### src/rtl/binary_bcd_seq_display.sv
// rtl/binary_bcd_seq_display.sv - multi-cycle double-dabble binary-to-BCD converter with 7-segment decode
// One input bit is consumed per clock; the result and its active-low segments are held between conversions.
module binary_bcd_seq_display #(
   parameter int WIDTH         = 10,
   parameter int DIGITS        = 4,
   parameter bit BLANK_LEADING = 1'b1
) (
   input  logic                  CLOCK_50,
   input  logic                  reset,
   input  logic                  start,
   input  logic [WIDTH-1:0]      bin_in,
   output logic                  busy,
   output logic                  done,
   output logic [4*DIGITS-1:0]   bcd_out,
   output logic [7*DIGITS-1:0]   hex_out
);

   // True when DIGITS decimal digits can hold the largest WIDTH-bit value.
   function automatic bit digits_fit(input int w, input int d);
      longint lim;
      longint p;
      lim = (longint'(1) << w) - 1;
      p   = 1;
      for (int i = 0; i < d; i++) begin
         if (p <= lim) p = p * 10;
      end
      return p > lim;
   endfunction

   generate
      if (WIDTH < 1 || WIDTH > 32 || DIGITS < 1 || !digits_fit(WIDTH, DIGITS)) begin : g_param_check
         $error("binary_bcd_seq_display: illegal WIDTH/DIGITS combination");
      end
   endgenerate

   localparam int             CW         = (WIDTH > 1) ? $clog2(WIDTH) : 1;
   localparam logic [CW-1:0]  LAST_COUNT = CW'(WIDTH - 1);

   typedef enum logic {
      S_IDLE = 1'b0,
      S_CONV = 1'b1
   } state_t;

   state_t                state_q, state_d;
   logic [WIDTH-1:0]      shreg_q, shreg_d;
   logic [4*DIGITS-1:0]   scratch_q, scratch_d;
   logic [CW-1:0]         count_q, count_d;
   logic [4*DIGITS-1:0]   bcd_q, bcd_d;
   logic                  done_q, done_d;

   logic [4*DIGITS-1:0]   scratch_adj;
   logic [4*DIGITS-1:0]   scratch_shift;

   // Add-3 correction on every digit, then the next binary bit enters the units digit.
   always_comb begin
      scratch_adj = scratch_q;
      for (int k = 0; k < DIGITS; k++) begin
         if (scratch_q[4*k +: 4] >= 4'd5) begin
            scratch_adj[4*k +: 4] = scratch_q[4*k +: 4] + 4'd3;
         end
      end
      scratch_shift = {scratch_adj[4*DIGITS-2:0], shreg_q[WIDTH-1]};
   end

   always_comb begin
      state_d   = state_q;
      shreg_d   = shreg_q;
      scratch_d = scratch_q;
      count_d   = count_q;
      bcd_d     = bcd_q;
      done_d    = 1'b0;
      case (state_q)
         S_IDLE: begin
            if (start) begin
               shreg_d   = bin_in;
               scratch_d = '0;
               count_d   = '0;
               state_d   = S_CONV;
            end
         end
         S_CONV: begin
            scratch_d = scratch_shift;
            shreg_d   = shreg_q << 1;
            count_d   = count_q + 1'b1;
            if (count_q == LAST_COUNT) begin
               bcd_d   = scratch_shift;
               done_d  = 1'b1;
               state_d = S_IDLE;
            end
         end
         default: state_d = S_IDLE;
      endcase
   end

   always_ff @(posedge CLOCK_50) begin
      if (reset) begin
         state_q   <= S_IDLE;
         shreg_q   <= '0;
         scratch_q <= '0;
         count_q   <= '0;
         bcd_q     <= '0;
         done_q    <= 1'b0;
      end else begin
         state_q   <= state_d;
         shreg_q   <= shreg_d;
         scratch_q <= scratch_d;
         count_q   <= count_d;
         bcd_q     <= bcd_d;
         done_q    <= done_d;
      end
   end

   assign busy    = (state_q == S_CONV);
   assign done    = done_q;
   assign bcd_out = bcd_q;

   function automatic logic [6:0] seg7(input logic [3:0] d);
      case (d)
         4'd0:    seg7 = 7'b0000001;
         4'd1:    seg7 = 7'b1001111;
         4'd2:    seg7 = 7'b0010010;
         4'd3:    seg7 = 7'b0000110;
         4'd4:    seg7 = 7'b1001100;
         4'd5:    seg7 = 7'b0100100;
         4'd6:    seg7 = 7'b0100000;
         4'd7:    seg7 = 7'b0001111;
         4'd8:    seg7 = 7'b0000000;
         4'd9:    seg7 = 7'b0000100;
         default: seg7 = 7'b1111111;
      endcase
   endfunction

   logic lead_zero;

   // Walk from the most significant digit down; digit 0 is never blanked.
   always_comb begin
      hex_out   = '1;
      lead_zero = 1'b1;
      for (int k = DIGITS - 1; k >= 0; k--) begin
         lead_zero = lead_zero && (bcd_q[4*k +: 4] == 4'd0);
         if (BLANK_LEADING && (k > 0) && lead_zero) begin
            hex_out[7*k +: 7] = 7'b1111111;
         end else begin
            hex_out[7*k +: 7] = seg7(bcd_q[4*k +: 4]);
         end
      end
   end

endmodule

### config.mk
export PLATFORM = sky130hd
export DESIGN_NAME = binary_bcd_seq_display
export DESIGN_NICKNAME = d
export VERILOG_FILES = /design/src/rtl/binary_bcd_seq_display.sv
export SDC_FILE = /design/constraint.sdc
export NUM_CORES = 1
export LEC_CHECK = 0
export ABC_AREA = 1
export BUFFER_PORTS_ARGS = -buffer_cell sky130_fd_sc_hd__buf_4
export CORE_MARGIN = 3
export CORE_UTILIZATION = 30
export DETAILED_ROUTE_END_ITERATION = 10
export SLEW_MARGIN = 20
export SYNTH_ARGS = -nofsm -noshare
export SYNTH_HDL_FRONTEND = slang
export SYNTH_SLANG_ARGS = --single-unit
export TNS_END_PERCENT = 20
### constraint.sdc
create_clock -name CLOCK_50 -period 1.9 [get_ports CLOCK_50]
set_input_delay 0.095 -clock CLOCK_50 [delete_from_list [all_inputs] [get_ports CLOCK_50]]
set_output_delay 0.095 -clock CLOCK_50 [all_outputs]
set_load 0.01 [all_outputs]
==> flow_metrics.env <==
export IMPL_fin_nets=707
export IMPL_synthArstFlopShare_pct=0
export IMPL_avgSynthCellArea_um2=7.143
export IMPL_path_clk_slew_ns=0.06
export IMPL_die_area_mm2=0.01493
export IMPL_avgViaCountPerCell=4.490
export IMPL_syn2layout_area_growth_pct=36.86
export IMPL_cts_inserted_buffers=9
export IMPL_grt_setup_unrepaired="yes"
export IMPL_grt_start_max_net_pins=29
export IMPL_cts_tree="yes"
export IMPL_ios=59
export IMPL_hold_path_startpoint="reset"
export IMPL_stdcell_area_mm2=0.005543
export IMPL_reg2reg_depth=13
export IMPL_io_buffers=58
export IMPL_drive_above_1_share_pct=32.78
export IMPL_cts_root_buf="clkbuf_16"
export IMPL_synth_ff_type="dfxtp_1"
export IMPL_r2r_start="scratch_q[1]"
export IMPL_cts_buffer_depth=2
export IMPL_synth_edf_count=0
export IMPL_grt_ovfl_total=0
export IMPL_syn_area_mm2=0.004050
export IMPL_first_iter_violations=169
export IMPL_num_vias=3772
export IMPL_synth_cells=567
export IMPL_worst_slew_pin_slew_ns=0.4256
export IMPL_wirelength_um=9409
export IMPL_skew_ns=0.004906
export IMPL_crit_fanout=4
export IMPL_crit_required_ns=2.12
export IMPL_clock_latency_ns=0.33
export IMPL_synthesis_nets=610
export IMPL_die_x_um=122.2
export IMPL_coreArea_mm2=0.01293
export IMPL_reg2reg_slack_ns=0.05
export IMPL_relSlewSlack_pct=71.63
export IMPL_slew_viol_final=0
export IMPL_reg2reg_to="hex_out[3]"
export IMPL_grt_pass1_wl_um=15610
export IMPL_ys_types=38
export IMPL_fp_row_count=41
export IMPL_synth_seq_cells=76
export IMPL_yosysSeqAreaShare_pct=37.57
export IMPL_cp_end_kind="register"
export IMPL_holdBufCountCts=0
export IMPL_final_cells=840
export IMPL_setup_violations=0
export IMPL_critPathLaunchType="register"
export IMPL_drc=0
export IMPL_cts_sinks=76
export IMPL_clock_fmax_mhz=539.2
export IMPL_hold_violations=0
export IMPL_diodes=0
export IMPL_min_delay_path_class="in2reg"
export IMPL_fin_tns_setup_ns=0
export IMPL_dp_cells=814
export IMPL_whs_path_depth=2
export IMPL_grt_pass1_vias=3467
export IMPL_period_share_pct=97.60
export IMPL_p_total_uw=3596
export IMPL_track_usage_pct=12.75
export IMPL_place_gp_congestion=0.8578
export IMPL_period_needed_ns=1.854
export IMPL_dr_pass1_iters=4
export IMPL_crit_arrival_ns=2.07
export IMPL_drv_cap=0
export IMPL_outcome="completed"
export IMPL_htreeDepth=3
export IMPL_utilization_pct=42.88
export IMPL_power_density_mw_per_mm2=648.8
export IMPL_yosys_warnings=0
export IMPL_place_area_mm2=0.004856
export IMPL_antenna_found_initial=0
export IMPL_peakVddDrop_v=0.0003727
export IMPL_leakage_uw=0.002738
export IMPL_die_h_um=122.2
export IMPL_ant_nets=0
export IMPL_initial_utilization_pct=31.33
export IMPL_hold_end="scratch_q[0]"
export IMPL_hpwl_um=6801
export IMPL_critPathKind="reg2reg"
export IMPL_wl_per_cell_um=11.20
-- worst max-delay path, stage by stage (launching register included) --
cell     delay (ns)
dfxtp_2        0.36
inv_1          0.07
ha_1           0.20
inv_1          0.09
nand2_2        0.07
nand3_1        0.12
nand2_2        0.09
nand3_4        0.10
nand2_4        0.07
ha_1           0.27
inv_1          0.06
nand3_1        0.09
nand3_1        0.11
nand2_1        0.06
-- per-layer routing --
layer | track usage, % | share of wire, %
met4 | 4.059 | 1.2
met1 | 16.49 | 47
met5 | 0 | 0
met3 | 3.110 | 5.0
met2 | 20.96 | 46
-- power by group --
group,internal (uW),switching [uW],total [uW]
combinational,59.4,94.6,154
sequential,1610,9.57,1620
clock,1210,612,1820
-- worst max path at each step --
stage                       startpoint         end  cells past startpoint  slack, ns
after floorplan             count_q[1]  hex_out[3]                     13       0.07
after global placement      count_q[1]    register                     15       0.01
after detailed placement    count_q[1]  hex_out[3]                     13      -0.03
after CTS                   count_q[1]    register                     13      -0.01
after global routing      scratch_q[0]  hex_out[3]                     12      -0.07
final                     scratch_q[1]  hex_out[3]                     13       0.05
-- final cells by class --
| type | instances | area [um2] |
|---|---|---|
| clock buffers | 11 | 252.7 |
| repair buffers | 97 | 728.2 |
| fillers | 1326 | 7385 |
| clock inverters | 4 | 72.57 |
| flip-flops and latches | 76 | 1534 |
| well taps | 172 | 215.2 |
| multi-input cells | 370 | 2315 |
| inverters | 110 | 425.4 |
-- Yosys cell counts (2+ instances only) --
| library cell | instances | area, um2 |
|---|---|---|
| nand2_2 | 15 | 93.84 |
| ha_1 | 30 | 375.4 |
| a22oi_1 | 4 | 30.03 |
| or2_2 | 8 | 50.05 |
| inv_1 | 100 | 375.4 |
| o21ai_0 | 6 | 30.03 |
| a21oi_4 | 2 | 32.53 |
| nand4_1 | 8 | 50.05 |
| nand2_8 | 2 | 40.04 |
| clkbuf_1 | 5 | 18.77 |
| a21oi_1 | 27 | 135.1 |
| nand3_1 | 72 | 360.4 |
| o21ai_2 | 3 | 26.28 |
| buf_2 | 2 | 10.01 |
| nor2_1 | 19 | 71.32 |
| a21oi_2 | 3 | 26.28 |
| buf_1 | 2 | 7.510 |
| dfxtp_1 | 76 | 1521 |
| nand2_1 | 157 | 589.3 |
| inv_2 | 8 | 30.03 |
-- cells by family (layout without fill, tap and decap cells) --
kind of cell    Yosys count  after routing  share of synthesized area, %
flops                    76             76                         37.57
fa+ha+maj                30             30                         9.268
simple gates            291            291                         33.74
compound gates           49             49                         7.693
buf+inv                 121            222                         11.74
-- placed cells by master (no fill, tap or decap), types with 3 or more instances in the layout --
cell type	count
nand2_1	145
nor2_1	18
nand3_1	51
nand2_2	23
ha_2	5
or2_2	8
nand2_4	5
a21oi_1	25
ha_1	22
nand4_1	8
clkbuf_16	9
a21oi_2	5
buf_4	97
nand3_4	4
inv_1	95
ha_4	3
inv_4	3
dfxtp_2	7
a22oi_1	4
o21ai_0	6
dfxtp_1	68
inv_2	11
nand3_2	18
-- per-stage QoR --
step           worst slack [ns]  hold slack [ns]
2_1_floorplan           0.06913           0.2625
3_3_place_gp            0.01394           0.4017
3_5_place_dp           -0.02609           0.4085
4_1_cts                -0.01242          0.05352
5_1_grt                -0.07002          0.06052
6_report                0.04553          0.05996
-- what timing repair did --
item | in CTS | in global routing
buffers inserted | 0 | 11
resized for setup | 10 | 61
pin swaps | 0 | 23
endpoints found under the setup margin | 15 | 41
Power figures use the tool's default switching activity.
